--- src/rtl/bcd_updown_counter.sv ---
// bcd_updown_counter: loadable DIGITS-digit BCD up/down counter with programmable terminal count
module bcd_updown_counter #(
  parameter int DIGITS = 2,
  localparam int W = 4 * DIGITS
) (
  input  logic         clock,
  input  logic         RST,
  input  logic         tick,
  input  logic         up_down,
  input  logic         clear,
  input  logic         load,
  input  logic [W-1:0] load_value,
  input  logic [W-1:0] max_value,
  output logic [W-1:0] number,
  output logic         wrap,
  output logic         load_err
);
  logic [W-1:0] inc, dec, tick_num;
  logic         c, b, lv_ok, tick_wrap;
  always_comb begin
    inc = number;
    dec = number;
    c = 1'b1;
    b = 1'b1;
    lv_ok = 1'b1;
    for (int i = 0; i < DIGITS; i++) begin
      inc[4*i +: 4] = c ? (number[4*i +: 4] == 4'd9 ? 4'd0 : number[4*i +: 4] + 4'd1) : number[4*i +: 4];
      dec[4*i +: 4] = b ? (number[4*i +: 4] == 4'd0 ? 4'd9 : number[4*i +: 4] - 4'd1) : number[4*i +: 4];
      c = c && (number[4*i +: 4] == 4'd9);
      b = b && (number[4*i +: 4] == 4'd0);
      lv_ok = lv_ok && (load_value[4*i +: 4] <= 4'd9);
    end
    lv_ok = lv_ok && (load_value <= max_value);
    tick_num = up_down ? (number >= max_value ? '0 : inc)
                       : ((number == '0 || number > max_value) ? max_value : dec);
    tick_wrap = up_down ? (number >= max_value) : (number == '0);
  end
  always_ff @(posedge clock) begin
    if (RST) begin
      number   <= '0;
      wrap     <= 1'b0;
      load_err <= 1'b0;
    end else begin
      wrap     <= 1'b0;
      load_err <= 1'b0;
      if (clear) number <= '0;
      else if (load) begin
        if (lv_ok) number <= load_value;
        else load_err <= 1'b1;
      end else if (tick) begin
        number <= tick_num;
        wrap   <= tick_wrap;
      end
    end
  end
endmodule

--- config.mk ---
export PLATFORM = sky130hd
export DESIGN_NAME = bcd_updown_counter
export DESIGN_NICKNAME = d
export VERILOG_FILES = /design/src/rtl/bcd_updown_counter.sv
export SDC_FILE = /design/constraint.sdc
export NUM_CORES = 1
export LEC_CHECK = 0
export ABC_AREA = 1
export ABC_CLOCK_PERIOD_IN_PS = 1600
export CORE_UTILIZATION = 39
export DETAILED_ROUTE_END_ITERATION = 10
export MAX_ROUTING_LAYER = met4
export PLACE_DENSITY = 0.79
export SLEW_MARGIN = 20
export SYNTH_ARGS = -nofsm -noshare
export SYNTH_HDL_FRONTEND = slang
export SYNTH_SLANG_ARGS = --single-unit
--- constraint.sdc ---
create_clock -name clock -period 1.6 [get_ports clock]
set_input_delay 0.32 -clock clock [delete_from_list [all_inputs] [get_ports clock]]
set_output_delay 0.32 -clock clock [all_outputs]
set_load 0.05 [all_outputs]
==> results of run 1 <==
[worst max-delay path, cell delays in order]
cell and delay (ps):
dlygate4sd2_1 230, inv_2 70, ha_4 280, nand2_4 50, nor2_4 150, nand2_2 100, nand2_2 130, nand2_4 100
nand2_4 120, nand2_1 70, a21oi_1 180, nor2_1 80, nor2_2 90
[registers in the layout (all words and copies together) (netlist names)]
name and flops:
number 8, load_err 1, wrap 1
[cells by family after synthesis]
| group | after synthesis |
|---|---|
| AO/OA/AOI/OAI | 32 |
| flip-flops | 10 |
| adder cells (fa/ha/maj) | 22 |
| AND/OR/NAND/NOR | 121 |
| XOR/XNOR | 5 |
| buffers and inverters | 36 |
[power by group through the flow]
stage,logic (mW),clock network (mW),registers (mW)
floorplan,0.292,0,0.320
global placement,0.605,0,0.272
detailed placement,0.616,0,0.272
CTS,0.659,0.193,0.269
global route,0.764,0.211,0.271
finish,0.699,0.186,0.270
[routing by layer]
layer,part of all wire,up-vias
met4,0.046,0
met5,0,-
met1,0.42,776
met3,0.040,19
met2,0.50,67
li1,-,898
[timing repair]
action | CTS | global route
setup buffers | 5 | 2
setup endpoints to repair | 10 | 9
resized for setup | 45 | 13
cloned | 1 | 1
pin swaps | 30 | 17
hold endpoints to repair | 0 | 0
[area by class of cell]
class                      instances  area (um2)
clock buffer                       4        26.3
fill                             276         981
inverter                          35         131
multi-input combinational        182        1290
sequential                        10         230
tap                               46        57.6
timing repair buffer              76         703
[through the flow]
stage,cells,cell area [um2],utilization
final,353,2430,0.713
after global routing,353,2430,0.713
after CTS,350,2370,0.695
after detailed placement,340,2210,0.647
after global placement,340,2210,0.647
after floorplan,226,1500,-
[cells in the final DEF, fill, tap and decap left out, drive strengths merged]
cell	n
a21oi	15
nand2	59
nand3	23
nand4	4
dfxtp	10
xnor2	2
clkbuf	4
ha	22
xor2	3
o21ai	12
dlygate4sd2	15
and2	1
clkdlybuf4s50	5
buf	55
nor2	35
o211ai	1
clkdlybuf4s15	1
a211oi	2
a21o	2
inv	35
and2b	1
[how the worst max path moves through the flow]
stage and end:
2_1_floorplan number[5], 3_5_place_dp number[7], 3_3_place_gp number[6], 6_report number[5], 4_1_cts number[7], 5_1_grt number[6]
==> metrics, run 1 <==
proportion of synthesized area in mux cells 0; Die Wd 62.3 um; Final setup viols 9; Die ar. 3890 um2; total grt overflow 0; Post-DP HPWL 3.62 mm; Async SR Flop Fraction 0; sequential share of the synthesized area 0.141; layout cell share with drive strength beyond 1 0.410; part of the cycle the worst path needs 1.10; Antenna Cells 0; CTS max path bufs 2; gpl congestion 0.877; pwr dens roughly 470 nW/um2; Synth Area in Simple Gates 0.414; met2 usage 0.470; post-route ant nets 0; Syn Inst Count 226; post-DR wirelength/cell about 13 um; H-tree lvl count 1; r2r setup slk -160 ps; cell area after synthesis 1420 um2; Pwr Total 1.15 mW; VDD IR-drop max ~0.00022 V; Num CTS Buffers 3; Fmax around 570 MHz; Final min period between 1500 and 2000 ps; Setup crit start kind input port; Fin Hold WS 610 ps; count of final max-slew check failures 0; initial antenna violation count 0; Synth cell types 25; FF-to-FF path depth 11; via/cell ratio 4.99; I/O pins 32; CP startpoint max_value[5]; internal power 671 uW; kind of end point of the critical path register; XOR/XNOR share of the synthesized area 0.0308; chip height 62.3 um; Rel. slew slack 0.733; drt drc 0; HP Start max_value[2]; Clk Latency, worst-skew pair 270 ps; synth cell count leaders nand2_1, inv_1, nor2_1; WHS Path Cells 5; Synth area leaders ha_1, dfxtp_1, nand2_1; Synth Area in Adders 0.194; area leader, netlist ha_1; sequential share of power 0.234; reg2reg end number[5]; Crit path required time 1810 ps; GRT met1 Usage 0.298; CORE AREA around 3400 um2; Post-layout nets about 350; IO Port Bufs 31; crit-path max FO 8; Post-synth EDFFs 0; post-synth top area share 0.194; drt first pass iters 4; setup slack after layout -160 ps; Clock transition at path regs 70 ps; Clk network pwr share 0.161; Setup TNS -1110 ps; number of global-route vias before repair 1764; row count 21; Initial DRC Count 97; Synth Warn # 0; Comb power frac 0.605; Pleak approximately 1.2 nW; r2r startpoint number[5]; DR vias approximately 1800; global-route wire length before repair between 7 and 8 mm; Primary FF master, synth dfxtp_1; final wirelength 4.73 mm; Place WS -764 ps; hold-fix buffers at CTS 0; status finished with violations; Post-Syn Nets 270; Psw 483 uW; crit path DAT approximately 2000 ps; cell with the most instances after synthesis nand2_1; synthesis-to-layout area growth 71.5%; gr usage total 0.268; root buf cell clkbuf_4; Min-Delay Path Class in2reg; post-synthesis register bit count 10; M3 GR Usage 0.0441; CTS tree built; Initial Utilization 0.416; RSZ-0062 raised after global routing true; Compound-Gate Fraction of Synth Area 0.124; Final Hold Vio Count 0; Worst Hold Path EP number[2]; critical path type in2reg; Sink Count 10; failing checks setup timing; worst slew pin tran roughly 400 ps; clock skew 3.08 ps; most used routing layer met2; max cap viols 0; switching part of the total 0.418; combinational family with the most area after synthesis simple AND/OR/NAND/NOR gates; largest net degree at the start of global routing 12; Avg Cell Area, Syn around 6.3 um2
(Power assumes the default switching activity.)
==> inputs of run 2 (changes only) <==
Settings changed: SKIP_LAST_GASP from default to 1.
==> metrics, run 2 (synthesized netlist as in run 1, its figures left out) <==
gr usage total 0.266 (was 0.268); drt drc 0 (unchanged); RSZ-0062 raised after global routing true (unchanged); number of global-route vias before repair 1770 (was 1764); IO Port Bufs 31 (unchanged); Cell Count, Final, Fillers Out 351 (was 353); Placed Cells 340 (unchanged); Final min period 1750 ps (was 1760 ps); Sink Count 10 (unchanged); clock skew 0.771 ps (was 3.08 ps); crit path DAT 1930 ps (was 1970 ps); global-route wire length before repair 7.90 mm (was 7.94 mm); commonest non-fill, non-tap cell in the layout buf_4 (unchanged); post-DR wirelength/cell 13.1 um (was 13.4 um); final wirelength 4.60 mm (was 4.73 mm); Pwr Total 1.14 mW (was 1.15 mW); max FFs per register 8 (unchanged); HP Start max_value[2] (unchanged); via/cell ratio 4.93 (was 4.99); status finished with violations (unchanged); Die ar. 3890 um2 (unchanged); largest net degree at the start of global routing 12 (unchanged); Top reg by flops number (unchanged); Final setup viols 9 (unchanged); gpl congestion 0.877 (unchanged); chip height 62.3 um (unchanged); Fin Hold WS 614 ps (was 610 ps); part of the cycle the worst path needs 1.10 (about the same); Fillers 290 (was 276); Post-DP HPWL 3.62 mm (unchanged); CORE AREA 3420 um2 (unchanged); Crit path required time 1770 ps (was 1810 ps); row count 21 (unchanged); Die Wd 62.3 um (unchanged); drt first pass iters 4 (unchanged); VDD IR-drop max 0.000213 V (was 0.000216 V); H-tree lvl count 1 (unchanged); DR vias 1732 (was 1760); post-route ant nets 0 (unchanged); failing checks setup timing (unchanged); Final Hold Vio Count 0 (unchanged); CTS max path bufs 2 (unchanged); Clk Latency, worst-skew pair 270 ps (about the same); most frequent cells in the layout buf_4, nand2_1, inv_1, nor2_1, nand3_1 (was buf_4, nand2_1, inv_1, nand3_1, nor2_1); kind of end point of the critical path register (unchanged); Post-layout nets 350 (was 352); Setup crit start kind register (was input port); Regs by FF count number (8), load_err (1), wrap (1) (unchanged); layout cell share with drive strength beyond 1 0.380 (was 0.410); r2r startpoint number[5] (unchanged); Rel. slew slack 0.744 (was 0.733); Initial Utilization 0.416 (unchanged); I/O pins 32 (unchanged); Clock transition at path regs 70 ps (about the same); total grt overflow 0 (unchanged); Num CTS Buffers 3 (unchanged); CP startpoint number[5] (was max_value[5]); Antenna Cells 0 (unchanged); setup slack after layout -154 ps (was -160 ps); root buf cell clkbuf_4 (unchanged); pwr dens 475 nW/um2 (was 474 nW/um2); synthesis-to-layout area growth 68.8% (was 71.5%); max cap viols 0 (unchanged); area occupied by multi-input gates 1260 um2 (was 1290 um2); Pleak 1.19 nW (was 1.20 nW); count of final max-slew check failures 0 (unchanged); Initial DRC Count 71 (was 97); Min-Delay Path Class in2reg (unchanged); worst slew pin tran 383 ps (was 399 ps); Fmax 570 MHz (was 568 MHz); initial antenna violation count 0 (unchanged); critical path type reg2reg (was in2reg); register area 230 um2 (unchanged); CTS tree built (unchanged); crit-path max FO 4 (was 8)
==> run 2: metrics by stage <==
stage | setup WS, ps | area, um2 | utilization | setup TNS, ps
after global routing | -263 | 2400 | 0.702 | -1960
after global placement | -734 | 2210 | 0.647 | -6600
after CTS | -174 | 2370 | 0.695 | -1000
after floorplan | -79.7 | 1500 | - | -458
after detailed placement | -764 | 2210 | 0.647 | -6890
final | -154 | 2400 | 0.702 | -978
==> run 2: path summary, 6_finish.rpt <==
| kind | end | slack (ps) | cells after the start |
|---|---|---|---|
| max | number[7] | -150 | 11 |
| max reg2reg | number[7] | -150 | 11 |
| min reg2reg | number[1] | 690 | 3 |
| min | number[2] | 610 | 5 |
==> run 2: critical path, cell delays in order, from the launching register on <==
cell and delay [ps]:
dfxtp_4 360, ha_4 270, nand2_4 50, nor2_4 150
nand2_2 100, buf_6 110, nand4_1 170, nor2_1 70
nor2_1 120, nand3_1 90, nor2_2 110, nor2_2 40
==> run 2: power by group <==
group          switching, mW  internal (mW)  leakage [nW]  total [mW]
Sequential            0.0144          0.255        0.0874       0.269
Clock                 0.0934         0.0967        0.0150       0.190
Combinational          0.368          0.312          1.09       0.680
Total                  0.475          0.664          1.19        1.14
==> run 2: layout make-up <==
type                    instances  area share
multi-input cells             181       0.526
repair buffers                 75       0.288
flip-flops and latches         10      0.0960
inverters                      35      0.0548
well taps                      46      0.0240
clock buffers                   4      0.0110
==> run 2: layer usage <==
layer  GRT usage  up-vias  wire, um
li1            -      894         -
met1       0.294      761      1910
met2       0.468       61      2300
met3      0.0441       16       198
met4       0.116        0       193
met5           -        -         0
==> run 2: what timing repair did <==
item | CTS | global route
cloned | 1 | 0
buffers inserted | 5 | 1
endpoints found under the setup margin | 10 | 9
hold buffers | 0 | 0
gates resized for setup | 43 | 5
pin swaps | 30 | 12
==> inputs of run 3 (changes only) <==
Settings changed: CORE_MARGIN from default to 2.
==> metrics, run 3 (synthesized netlist as in run 1, its figures left out) <==
post-route ant nets 0 (unchanged); Design Area, Final 2750 um2 (was 2400 um2); Clk Latency, worst-skew pair 270 ps (about the same); Sink Count 10 (unchanged); critical path type reg2reg (unchanged); sequential share of power 0.196 (was 0.236); Fmax 509 MHz (was 570 MHz); Initial DRC Count 157 (was 71); CORE AREA 3420 um2 (unchanged); number of global-route vias before repair 1929 (was 1770); Setup crit start kind register (unchanged); switching part of the total 0.429 (was 0.417); max FFs per register 8 (unchanged); Clk network pwr share 0.175 (was 0.167); Pleak 1.35 nW (was 1.19 nW); pwr dens 497 nW/um2 (was 475 nW/um2); register area 230 um2 (unchanged); Rel. slew slack 0.766 (was 0.744); largest net degree at the start of global routing 10 (was 12); DR vias 2008 (was 1732); row count 21 (unchanged); area occupied by multi-input gates 1470 um2 (was 1260 um2); internal power 782 uW (was 664 uW); Comb power frac 0.630 (was 0.597); Num CTS Buffers 3 (unchanged); hold-fix buffers at CTS 0 (unchanged); via/cell ratio 5.44 (was 4.93); chip height 64.3 um (was 62.3 um); drt first pass iters 6 (was 4); status finished with violations (unchanged); initial antenna violation count 0 (unchanged); CTS tree built (unchanged); kind of end point of the critical path register (unchanged); synthesis-to-layout area growth 93.8% (was 68.8%); Final min period 1970 ps (was 1750 ps); I/O pins 32 (unchanged); Crit path required time 1770 ps (about the same); max cap viols 0 (unchanged); count of final max-slew check failures 0 (unchanged); DP Area 2250 um2 (was 2210 um2); Top reg by flops number (unchanged); IO Port Bufs 31 (unchanged); clock skew 1.60 ps (was 0.771 ps); RSZ-0062 raised after global routing true (unchanged); Regs by FF count number (8), load_err (1), wrap (1) (unchanged); Clock transition at path regs 70 ps (about the same); Fillers 214 (was 290); total grt overflow 0 (unchanged); gpl congestion 0.910 (was 0.877); post-DR wirelength/cell 17.0 um (was 13.1 um); H-tree lvl count 1 (unchanged); VDD IR-drop max 0.000464 V (was 0.000213 V); Post-DP HPWL 3.67 mm (was 3.62 mm); gr usage total 0.267 (was 0.266); setup slack after layout -366 ps (was -154 ps); Post-layout nets 368 (was 350); CTS max path bufs 2 (unchanged); Psw 587 uW (was 475 uW); layout cell share with drive strength beyond 1 0.533 (was 0.380); Final Hold Vio Count 0 (unchanged); Die Wd 64.3 um (was 62.3 um); failing checks setup timing (unchanged); crit-path max FO 4 (unchanged); crit path DAT 2130 ps (was 1930 ps); most frequent cells in the layout buf_4, nand2_1, inv_1, nor2_1 (was buf_4, nand2_1, inv_1, nor2_1, nand3_1); worst slew pin tran 350 ps (was 383 ps); global-route wire length before repair 8.27 mm (was 7.90 mm); Fin Hold WS 480 ps (was 614 ps); Initial Utilization 0.416 (unchanged); Place WS -722 ps (was -764 ps); Die ar. 4140 um2 (was 3890 um2); drt drc 0 (unchanged); part of the cycle the worst path needs 1.23 (was 1.10); root buf cell clkbuf_4 (unchanged); Antenna Cells 0 (unchanged); Min-Delay Path Class in2reg (unchanged); commonest non-fill, non-tap cell in the layout buf_4 (unchanged); Final setup viols 10 (was 9); final wirelength 6.27 mm (was 4.60 mm)
## run 3: changes by cell type in the layout (fill, tap and decap cells not counted), moves of 4 or more
cell             delta
buf_4              +14
clkbuf_2            +4
clkdlybuf4s15_1     +6
dlygate4sd2_1      -10
ha_1                -4
ha_4                +4
nand2_1            -16
nand2_2            +11
nand2_4             +4
nor2_1              -4
## run 3: worst max-delay path, stage by stage, from the launching register on
cell     delay (ps)
dfxtp_4         360
ha_4            280
nand2_4          70
nor2_4          200
nand2_4         120
nand4_1         300
nand2_2         110
inv_2           110
nand3_1         100
nor2_2          150
nor2_2           60
## run 3: power groups by stage
stage	clock, mW	combinational [mW]	sequential [mW]
floorplan	0	0.292	0.320
global placement	0	0.607	0.271
detailed placement	0	0.620	0.272
CTS	0.235	0.735	0.268
global route	0.246	0.915	0.268
finish	0.239	0.862	0.268
## run 3: what timing repair did
action,4_1_cts,5_1_grt
cloned,2,0
resized for setup,63,50
endpoints found under the setup margin,10,10
setup buffers,10,8
pin swaps,39,44
## run 3: path summary, 6_finish.rpt
kind / startpoint / to / slack, ps / cells past startpoint
max: number[7] / number[7] / -370 / 10
min: max_value[1] / number[1] / 480 / 5
max reg2reg: number[7] / number[7] / -370 / 10
min reg2reg: number[4] / number[4] / 730 / 5
## run 3: metrics by stage
stage	power, mW	utilization	std cells	TNS (ps)
2_1_floorplan	0.612	-	226	-458
3_3_place_gp	0.878	0.658	345	-6210
3_5_place_dp	0.892	0.658	345	-6550
4_1_cts	1.24	0.752	361	-782
5_1_grt	1.43	0.806	369	-2850
6_report	1.37	0.806	369	-2500
## run 3: cell type report
class                           instances  share of cell area
Multi-Input combinational cell        182               0.535
Timing Repair Buffer                   92               0.300
Sequential cell                        10              0.0836
Inverter                               35              0.0477
Tap cell                               46              0.0209
Clock buffer                            4              0.0132
## run 3: layer usage
layer,routed length (um),global-route usage,up-vias
li1,-,-,928
met3,415,0.0458,40
met5,0,-,-
met2,3160,0.496,113
met1,2240,0.271,927
met4,450,0.120,0
